$ cat config.mk
export PLATFORM = sky130hd
export DESIGN_NAME = ram_param_sync
export DESIGN_NICKNAME = d
export VERILOG_FILES = /design/src/rtl/ram_pkg.sv /design/src/rtl/ram_clear_ctrl.sv /design/src/rtl/ram_param_sync.sv
export SDC_FILE = /design/constraint.sdc
export NUM_CORES = 1
export LEC_CHECK = 0
export CAP_MARGIN = 5
export CORE_ASPECT_RATIO = 1.4
export CORE_MARGIN = 2
export CORE_UTILIZATION = 51
export DETAILED_ROUTE_END_ITERATION = 7
export GPL_TIMING_DRIVEN = 0
export HOLD_SLACK_MARGIN = 0.02
export PLACE_DENSITY = 0.77
export SYNTH_ARGS = -nofsm -noshare
export SYNTH_HDL_FRONTEND = slang
export SYNTH_HIERARCHICAL = 1
export SYNTH_SLANG_ARGS = --single-unit
$ cat constraint.sdc
create_clock -name clk -period 1.8 [get_ports clk]
set_input_delay 0.36 -clock clk [delete_from_list [all_inputs] [get_ports clk]]
set_output_delay 0.36 -clock clk [all_outputs]
set_load 0.05 [all_outputs]
$ cat src/rtl/ram_pkg.sv
`default_nettype none
// ============================================================================
//  Module      : ram_pkg
//  Description : Shared types and constants for the parametrised synchronous
//                RAM. The two-state controller encoding and the rdwr
//                encodings are defined here.
//  Revision    : 1.0 - initial release
// ============================================================================
package ram_pkg;

  // Controller states: memory being zeroed, or accepting accesses
  typedef enum logic [0:0] {
    ST_CLEAR = 1'b0,
    ST_IDLE  = 1'b1
  } state_e;

  // rdwr encodings
  localparam logic RD = 1'b1;
  localparam logic WR = 1'b0;

endpackage
`default_nettype wire

$ cat src/rtl/ram_clear_ctrl.sv
`default_nettype none
// ============================================================================
//  Module      : ram_clear_ctrl
//  Description : Clear sequencer for ram_param_sync. It walks every address
//                once, issuing a zero write per cycle, and then reports the
//                RAM as ready. It runs after reset (when CLEAR_ON_RESET=1) and
//                whenever clr is seen while idle.
//  Ports       : clk, rst      - clock, synchronous active-high reset
//                clr           - clear request, honoured only while idle
//                ready         - registered, high while idle
//                clr_we        - zero-write enable for the array
//                clr_addr      - address of the word being zeroed
//  Revision    : 1.0 - initial release
// ============================================================================
module ram_clear_ctrl
  import ram_pkg::*;
#(
  parameter int ADDR_W         = 2,
  parameter bit CLEAR_ON_RESET = 1'b1
) (
  input  logic              clk,
  input  logic              rst,
  input  logic              clr,
  output logic              ready,
  output logic              clr_we,
  output logic [ADDR_W-1:0] clr_addr
);

  // Last address of the array, i.e. DEPTH-1
  localparam logic [ADDR_W-1:0] C_LAST_ADDR = {ADDR_W{1'b1}};

  state_e              state_q, state_d;
  logic [ADDR_W-1:0]   clr_cnt_q, clr_cnt_d;
  logic                ready_q, ready_d;

  always_comb begin
    state_d   = state_q;
    clr_cnt_d = clr_cnt_q;
    case (state_q)
      ST_CLEAR: begin
        clr_cnt_d = clr_cnt_q + 1'b1;
        if (clr_cnt_q == C_LAST_ADDR) begin
          state_d   = ST_IDLE;
          clr_cnt_d = '0;
        end
      end
      ST_IDLE: begin
        if (clr) begin
          state_d   = ST_CLEAR;
          clr_cnt_d = '0;
        end
      end
      default: begin
        state_d   = ST_IDLE;
        clr_cnt_d = '0;
      end
    endcase
    // ready is registered so it tracks the state being entered
    ready_d = (state_d == ST_IDLE);
  end

  always_ff @(posedge clk) begin
    if (rst) begin
      state_q   <= CLEAR_ON_RESET ? ST_CLEAR : ST_IDLE;
      clr_cnt_q <= '0;
      ready_q   <= !CLEAR_ON_RESET;
    end else begin
      state_q   <= state_d;
      clr_cnt_q <= clr_cnt_d;
      ready_q   <= ready_d;
    end
  end

  assign ready    = ready_q;
  assign clr_we   = (state_q == ST_CLEAR);
  assign clr_addr = clr_cnt_q;

endmodule
`default_nettype wire

$ cat src/rtl/ram_param_sync.sv
`default_nettype none
// ============================================================================
//  Module      : ram_param_sync
//  Description : Parametrised synchronous single-port RAM of 2**ADDR_W words
//                by DATA_W bits, with a registered read port, a one-cycle
//                read-valid strobe, a ready flag and a hardware clear.
//  Ports       : clk, rst      - clock, synchronous active-high reset
//                en, rdwr      - access enable, 1=read / 0=write
//                ad_in         - word address
//                data_in       - write data
//                clr           - clear request (idle only)
//                data_out      - registered read data, holds last read
//                rd_valid      - one-cycle strobe when data_out is updated
//                ready         - high when accesses are accepted
//  Revision    : 1.0 - initial release
// ============================================================================
module ram_param_sync
  import ram_pkg::*;
#(
  parameter int DATA_W         = 4,
  parameter int ADDR_W         = 2,
  parameter bit CLEAR_ON_RESET = 1'b1
) (
  input  logic              clk,
  input  logic              rst,
  input  logic              en,
  input  logic              rdwr,
  input  logic [ADDR_W-1:0] ad_in,
  input  logic [DATA_W-1:0] data_in,
  input  logic              clr,
  output logic [DATA_W-1:0] data_out,
  output logic              rd_valid,
  output logic              ready
);

  localparam int DEPTH = 1 << ADDR_W;

  logic [DATA_W-1:0] mem_q [DEPTH];
  logic [DATA_W-1:0] data_out_q, data_out_d;
  logic              rd_valid_q, rd_valid_d;

  logic              w_ready;
  logic              w_clr_we;
  logic [ADDR_W-1:0] w_clr_addr;
  logic              w_access;
  logic              w_wr_en;
  logic [ADDR_W-1:0] w_wr_addr;
  logic [DATA_W-1:0] w_wr_data;

  ram_clear_ctrl #(
    .ADDR_W         (ADDR_W),
    .CLEAR_ON_RESET (CLEAR_ON_RESET)
  ) u_clear_ctrl (
    .clk      (clk),
    .rst      (rst),
    .clr      (clr),
    .ready    (w_ready),
    .clr_we   (w_clr_we),
    .clr_addr (w_clr_addr)
  );

  always_comb begin
    // A clear request wins over a same-cycle access; reset blocks all writes
    w_access   = en && w_ready && !clr && !rst;
    w_wr_en    = !rst && (w_clr_we || (w_access && (rdwr == WR)));
    w_wr_addr  = w_clr_we ? w_clr_addr : ad_in;
    w_wr_data  = w_clr_we ? '0 : data_in;
    rd_valid_d = w_access && (rdwr == RD);
    data_out_d = rd_valid_d ? mem_q[ad_in] : data_out_q;
  end

  // Array has no reset; it is only zeroed by the clear sequence
  always_ff @(posedge clk) begin
    if (w_wr_en) begin
      mem_q[w_wr_addr] <= w_wr_data;
    end
  end

  always_ff @(posedge clk) begin
    if (rst) begin
      data_out_q <= '0;
      rd_valid_q <= 1'b0;
    end else begin
      data_out_q <= data_out_d;
      rd_valid_q <= rd_valid_d;
    end
  end

  assign data_out = data_out_q;
  assign rd_valid = rd_valid_q;
  assign ready    = w_ready;

endmodule
`default_nettype wire

# Yosys cells after proc, flatten, opt, wreduce, memory -nomap -nowiden
# Memory sizes are Yosys's and may differ from the RTL's. A register that Yosys moved wholly into a read port is not among the register bits.
# Index checks and enable logic that the tools add are counted.
[op_classes]
addsub = 1
eq_ne = 2
n_mux = 10
bitwise_logic = 2
reduce_logical = 9
[op_table]
columns = ["cell", "n"]
rows = [
  ["logical AND 1 bit", 6],
  ["two-way mux 2 bit", 3],
  ["two-way mux 1 bit", 4],
  ["two-way mux 4 bit", 1],
  ["case mux 2 bit (2 select lines)", 1],
  ["adder 2 x 1 -> 2 bit, second input constant", 1],
  ["== test 2 bit, second input constant", 1],
  ["zero test 1 bit", 2],
  ["inequality test 2 bit, second input constant", 1],
  ["NOT 1 bit", 2],
  ["case mux 1 bit (2 select lines)", 1],
  ["logical OR 1 bit", 1],
]
[totals]
ff_bits = 4
mem_bits_rw = 16
input_bits = 11
wordCells = 28
n_memories = 1
[mem_list]
columns = ["memory", "depth", "word_bits", "read_ports", "rd_clocked_by_memory_dff", "write_ports", "line", "text"]
rows = [
  ["mem_q", 4, 4, 1, 1, 1, "ram_param_sync.sv:38", "logic [DATA_W-1:0] mem_q [DEPTH];"],
]

# Depth between registers and ports, before layout
# Gate-level depths: netlist of the first run.
[logic_depth]
ltp_word = 8
depth_mapped = 5
ltp_nobuf = 4

# Modules after synthesis
# Netlist of the first run, hierarchy kept.
[modules_own_cells]
columns = ["mod", "instances", "cells_each", "area_each_um2"]
rows = [
  ["ram_param_sync", 1, 64, 898.4],
  ["ram_clear_ctrl", 1, 14, 135.1],
]

# Worst setup path before layout of the first run
# No wires, ideal clock.
[synth_path]
path_kind = "register to register"
start = "register u_clear_ctrl.ready_q, in the netlist u_clear_ctrl/ready"
end = "memory mem_q[3][0] (enable)"
arrival_time_ns = 1.529
required_time_ns = 1.461
path_slack_ns = -0.068
path_stages_with_launch = 5
n_path_buf = 1
synth_period_minus_slack_ns = 1.868
path_cell_list = "dfxtp_1 inv_1 clkbuf_1 nand3b_1 a21oi_1"
[synth_lines]
columns = ["element", "line", "text"]
rows = [
  ["start, declared", "ram_clear_ctrl.sv:34", "logic ready_q, ready_d;"],
  ["start signal, assigned", "ram_clear_ctrl.sv:66", "ready_q <= !CLEAR_ON_RESET;"],
  ["start signal, assigned", "ram_clear_ctrl.sv:70", "ready_q <= ready_d;"],
  ["NOT 1 bit", "n/a", ""],
  ["via w_clr_we", "ram_param_sync.sv:43", "logic w_clr_we;"],
  ["logical OR 1 bit", "ram_param_sync.sv:65", "w_wr_en = !rst && (w_clr_we || (w_access && (rdwr == WR)));"],
  ["logical AND 1 bit", "ram_param_sync.sv:65", ""],
  ["two-way mux 1 bit", "ram_param_sync.sv:74", "if (w_wr_en) begin"],
  ["two-way mux 1 bit (implied by the code)", "ram_param_sync.sv:75", "mem_q[w_wr_addr] <= w_wr_data;"],
  ["end, declared", "ram_param_sync.sv:38", ""],
]
# The timed path passes the listed nets, and every way through them passes these cells.

# Worst setup path in the final report of the first run
[layout_path]
start = "input clr"
end = "memory mem_q[1][0] (enable)"
[layout_via]
elab_chain_cells = 8
[layout_rtl]
columns = ["element", "line", "text"]
rows = [
  ["start, declared", "ram_param_sync.sv:30", "input logic clr,"],
  ["zero test 1 bit", "ram_param_sync.sv:64", "w_access = en && w_ready && !clr && !rst;"],
  ["logical AND 1 bit (2 in a row)", "ram_param_sync.sv:64", ""],
  ["logical AND 1 bit", "ram_param_sync.sv:65", ""],
  ["logical OR 1 bit", "ram_param_sync.sv:65", ""],
  ["logical AND 1 bit", "ram_param_sync.sv:65", ""],
  ["two-way mux 1 bit", "ram_param_sync.sv:74", ""],
  ["two-way mux 1 bit (implied by the code)", "ram_param_sync.sv:75", ""],
]
# No other way between the ends.

==> flow_summary.toml, run 1 <==
[pwr]
clkPwrFrac = 0.341
p_leak_nw = 0.458
power_density_nw_per_um2 = 915
p_comb_frac = 0.106
power_mw = 1.15
seqPwrFrac = 0.553
power.switching_mw = 0.243
swShare = 0.212
vdd_ir_drop_max_mv = 0.596
p_int_mw = 0.904

[synthesis]
ys_seq_area_frac = 0.620
yosys.area.top_type_share = 0.465
synth_top_cell_by_area = "edfxtp_1"
synth_nets = 90
syn_avg_cell_area_um2 = 13.2
syn-cell-area_um2 = 1030
syn_inst = 78
ys_ff_latch = 24
ys_warn_count = 6
synthDistinctLibCells = 27
synth.area.top_cells = "edfxtp_1 (46%), dfxtp_1 (15%), mux4_2 (8.7%), nand2b_1 (4.2%), nand3_1 (2.4%)"

[route]
drtIter0Drc = 3
post_drt_wl_per_cell_um = 15.0
vias_per_cell = 5.63
wl_um = 1760
drc_errors = 0
ant_nets = 0
num_vias = 659
first_pass_iters = 2

[flow_run]
maxCapViolCount = 0

[setup_path]
crit_fanout = 4
rr_worst_depth = 4
r2r-start = "u_clear_ctrl/ready"
crit_slowest_cell = "clkdlybuf4s50_1"
path_class = "primary input to flop"
cp-start-kind = "primary input"
max_stage_delay_ns = 0.46
startpoint = "clr"
cp.required_ns = 1.79
cp-end-kind = "flop"
path_cells = "clkdlybuf4s50_1 -> nor4bb_1 -> o21bai_1 -> nor2_1"
cp.arrival_ns = 1.71

[sta]
finalClockSkew_ns = 0.00192
setup_ws_ns = 0.0816
setup_viol = 0
min_period_ns = 1.72
worst_hold_slack_ns = 0.471
period_share = 0.955
worst_pin_slew_ns = 0.496
drv_slew = 0
timing.final.hold_violations = 0
max_slew_margin = 0.671
max_freq_mhz = 582

[clock_tree]
htreeDepth = 1
cts_buffer_depth = 2
worstSkewPairLatency_ns = 0.32
cts_root_buf = "clkbuf_4"
tritoncts = "yes"
path_clk_slew_ns = 0.13
cts_hold_buf = 0
cts_num_sinks = 24
numCtsBuffers = 3

[layout]
antenna_cells = 0
syn2layout_area_growth_pct = 21.2
final_layout_size_suffix_gt1_frac = 0.156
nets = 109
nFillCells = 166
final_cell_mix = "edfxtp_1 (16), clkdlybuf4s50_1 (8), nand2b_1 (7), dfxtp_1 (7), dlygate4sd2_1 (6)"
finalNonFillerCells = 117
post-route-util = 0.642
layout_commonest_cell = "edfxtp_1"

[grt]
grt_pass1_vias = 689
gr-total-overflow = 0
grt_pass1_wl_um = 2940
grt_start_max_net_pins = 15
antenna_found_initial = 0
track_usage = 0.169

[floorplan]
num_io_pins = 17
die_h_um = 57.3
initial_core_util = 0.530
die_area_um2 = 2410
placeableCoreArea_um2 = 1950
fp.dieW_um = 42.0
num_rows = 19

[run_status]
status = "finished, final reports clean"

[placement]
dp_cells = 113
place_ws_ns = -0.295
dp_hpwl_um = 1250
portBuffers = 14
gp_congestion = 0.736

[hold_path]
whs_path_depth = 2
hold_path_class = "flop to flop"
hold_start = "data_out[0]"
==> path summary, 6_finish.rpt <==
| path | endpoint | slack, ns |
|---|---|---|
| hold / removal | data_out[0] | 0.47 |
| hold reg to reg | data_out[0] | 0.47 |
| setup / recovery | mem_q[1][0] | 0.08 |
| setup reg to reg | mem_q[2][0] | 0.14 |
==> area by class of cell <==
type	instances	area, um^2	area share
flip-flops and latches	24	642	0.512
clock buffers	3	22.5	0.0180
clock inverters	1	30.0	0.0240
inverters	3	11.3	0.00899
multi-input cells	48	368	0.294
well taps	21	26.3	0.0210
plain buffers	3	20.0	0.0160
repair buffers	14	133	0.106
==> metal layers <==
| metal | up-vias | global-route usage | share of wire |
|---|---|---|---|
| li1 | 324 | - | - |
| met1 | 315 | 0.176 | 0.38 |
| met2 | 15 | 0.306 | 0.55 |
| met3 | 5 | 0.0411 | 0.042 |
| met4 | 0 | 0.0938 | 0.026 |
| met5 | - | 0 | 0 |
==> Yosys cell counts, drive strengths merged <==
cell type / count
edfxtp: 16
dfxtp: 8
nand2b: 7
nand3: 5
nor2: 5
o21ai: 5
a21oi: 4
mux4: 4
nor2b: 4
inv: 3
buf: 2
nand3b: 2
a32oi: 1
and2: 1
and2b: 1
and3b: 1
clkbuf: 1
ha: 1
nand2: 1
nor3: 1
nor4bb: 1
o21bai: 1
o32a: 1
or2b: 1
or3: 1
==> repair_timing <==
| item | 4_1_cts | 5_1_grt |
|---|---|---|
| setup buffers | 0 | 0 |
| pin swaps | 0 | 0 |
| endpoints found under the setup margin | 6 | 8 |
| resized for setup | 6 | 2 |
==> per-stage QoR <==
step,cell area (um^2),TNS [ns]
2_1_floorplan,1030,0
6_report,1250,0
5_1_grt,1250,-0.0141
3_3_place_gp,1200,-3.16
4_1_cts,1250,0
3_5_place_dp,1200,-3.72
==> state kept, by name, indices dropped and copies added (netlist names) <==
| name | flops |
|---|---|
| u_clear_ctrl/clr_addr | 2 |
| data_out | 4 |
| rd_valid | 1 |
| u_clear_ctrl/ready | 1 |
| mem_q | 16 |
==> worst max-delay path, delay by kind of cell <==
| kind | cells | cell delay [ns] |
|---|---|---|
| compound gates | 1 | 0.19 |
| buf+inv | 1 | 0.46 |
| simple gates | 2 | 0.70 |
==> cell families (layout without fill, tap and decap cells) <==
group / after synthesis / in the layout / synth area share
compound gates: 12 / 12 / 0.0726
fa+ha+maj: 1 / 1 / 0.0121
buf+inv: 6 / 24 / 0.0303
flops: 24 / 24 / 0.620
mux: 4 / 4 / 0.0872
simple gates: 31 / 31 / 0.178
==> power by group through the flow <==
stage / logic [mW] / registers (mW) / clock network, mW
finish: 0.121 / 0.635 / 0.391
global placement: 0.117 / 0.644 / 0
global route: 0.134 / 0.638 / 0.414
detailed placement: 0.120 / 0.648 / 0
CTS: 0.119 / 0.635 / 0.393
floorplan: 0.0762 / 0.647 / 0
Power figures use the tool's default switching activity.
==> run 2, diff against run 1 <==
CORE_ASPECT_RATIO = 1.2   (was 1.4)
==> run 2 against run 1 <==
Compared with the run above:
- count of clock-buffer cells in the layout stayed put
- clock power fell by 1%
- sequential cell count stayed put
- final cell count down 1.7%
- first-iteration DRC count rose to 3.7 times the previous value
- sequential power is essentially flat
- setup slack gained 0.0027 ns
- final area fell by 0.70%
- die area decreased by 0.15%
- critical path type unchanged
- largest cell class unchanged
==> flow_summary.toml, run 2 (synthesis results as in run 1) <==
[clock_tree]
cts_root_buf = "clkbuf_4"
cts_buffer_depth = 2
cts_num_sinks = 24
cts_resized = 6
cts_hold_buf = 0
htreeDepth = 1
numCtsBuffers = 3
worstSkewPairLatency_ns = 0.31
path_clk_slew_ns = 0.13
postCtsSetupBuffers = 0
tritoncts = "yes"

[sta]
timing.final.hold_violations = 0
min_period_ns = 1.72
grt_setup_unrepaired = "no"
worst_pin_slew_ns = 0.493
drv_slew = 0
finalClockSkew_ns = 0.00101
finalSetupTns_ns = 0
setup_ws_ns = 0.0843
max_freq_mhz = 583
period_share = 0.953
max_slew_margin = 0.673
setup_viol = 0

[layout]
largest_reg_flops = 16
antenna_cells = 0
layout_commonest_cell = "edfxtp_1"
nets = 109
final_cell_mix = "edfxtp_1 (16), clkdlybuf4s50_1 (8), nand2b_1 (7), dfxtp_1 (7), dlygate4sd2_1 (6)"
post-route-util = 0.664
final_layout_size_suffix_gt1_frac = 0.135
syn2layout_area_growth_pct = 20.3
top_register = "mem_q"

[run_status]
status = "finished, final reports clean"

[placement]
dp_hpwl_um = 1170
portBuffers = 14
place_ws_ns = -0.264
gp_congestion = 0.737

[hold_path]
hold_path_class = "flop to flop"
hold_start = "data_out[3]"
whs_path_depth = 2

[pwr]
power.switching_mw = 0.233
clkPwrFrac = 0.340
power_mw = 1.14
seqPwrFrac = 0.557
swShare = 0.205
p_int_mw = 0.903
p_comb_frac = 0.104
p_leak_nw = 0.458
vdd_ir_drop_max_mv = 0.586
power_density_nw_per_um2 = 914

[floorplan]
initial_core_util = 0.552
die_h_um = 53.3
num_io_pins = 17
fp.dieW_um = 45.1
num_rows = 17
die_area_um2 = 2400
placeableCoreArea_um2 = 1870

[route]
ant_nets = 0
wl_um = 1590
drc_errors = 0
vias_per_cell = 5.54
post_drt_wl_per_cell_um = 13.8
first_pass_iters = 2
drtIter0Drc = 11
num_vias = 637

[setup_path]
cp.required_ns = 1.78
path_cells = "clkdlybuf4s50_1 -> nor4bb_1 -> o21bai_1 -> a21oi_1"
path_class = "primary input to flop"
startpoint = "clr"
rr_worst_depth = 4
crit_fanout = 4
r2r-start = "u_clear_ctrl/ready"
crit_slowest_cell = "clkdlybuf4s50_1"
cp-start-kind = "primary input"
max_stage_delay_ns = 0.45
cp-end-kind = "flop"
cp.arrival_ns = 1.69

[grt]
grt_start_max_net_pins = 15
antenna_found_initial = 0
track_usage = 0.156
grt_pass1_vias = 568
gr-total-overflow = 0
grt_pass1_wl_um = 2570

[flow_run]
maxCapViolCount = 0
==> run 2: worst max-delay path, delay by kind of cell <==
family / cells / cell delay, ns
buffers and inverters: 1 / 0.45
AOI/OAI and AO/OA: 2 / 0.58
and+or+nand+nor: 1 / 0.30
==> run 2: layout make-up <==
| type | instances | area [um^2] |
|---|---|---|
| well taps | 19 | 23.8 |
| inverters | 3 | 11.3 |
| multi-input cells | 48 | 362 |
| repair buffers | 14 | 133 |
| clock buffers | 3 | 22.5 |
| plain buffers | 3 | 20.0 |
| clock inverters | 1 | 30.0 |
| flip-flops and latches | 24 | 642 |
| fillers | 143 | 628 |
==> run 2: metal layers <==
| layer | track usage | routed length [um] | vias up |
|---|---|---|---|
| met3 | 0.0410 | 85 | 4 |
| li1 | - | - | 324 |
| met1 | 0.197 | 720 | 291 |
| met4 | 0.0735 | 31 | 0 |
| met5 | 0 | 0 | - |
| met2 | 0.248 | 752 | 18 |
==> run 2: stage by stage <==
step | instance area [um^2] | hold WS [ns] | instances
after floorplan | 1030 | 0.422 | 78
after global placement | 1200 | 0.454 | 111
after detailed placement | 1200 | 0.452 | 111
after CTS | 1240 | 0.471 | 115
after global routing | 1240 | 0.493 | 115
final | 1240 | 0.468 | 115
==> run 2: final timing paths <==
check	to	slack, ns
worst max-delay path	mem_q[3][3]	0.08
worst min-delay path	data_out[3]	0.47
worst max register to register	mem_q[3][3]	0.11
worst min register to register	data_out[3]	0.47
==> run 2: power by group through the flow <==
stage / Combinational, mW / Clock (mW) / Sequential, mW
3_3_place_gp: 0.117 / 0 / 0.645
3_5_place_dp: 0.120 / 0 / 0.646
5_1_grt: 0.131 / 0.409 / 0.637
6_report: 0.118 / 0.386 / 0.633
2_1_floorplan: 0.0762 / 0 / 0.647
4_1_cts: 0.119 / 0.392 / 0.633
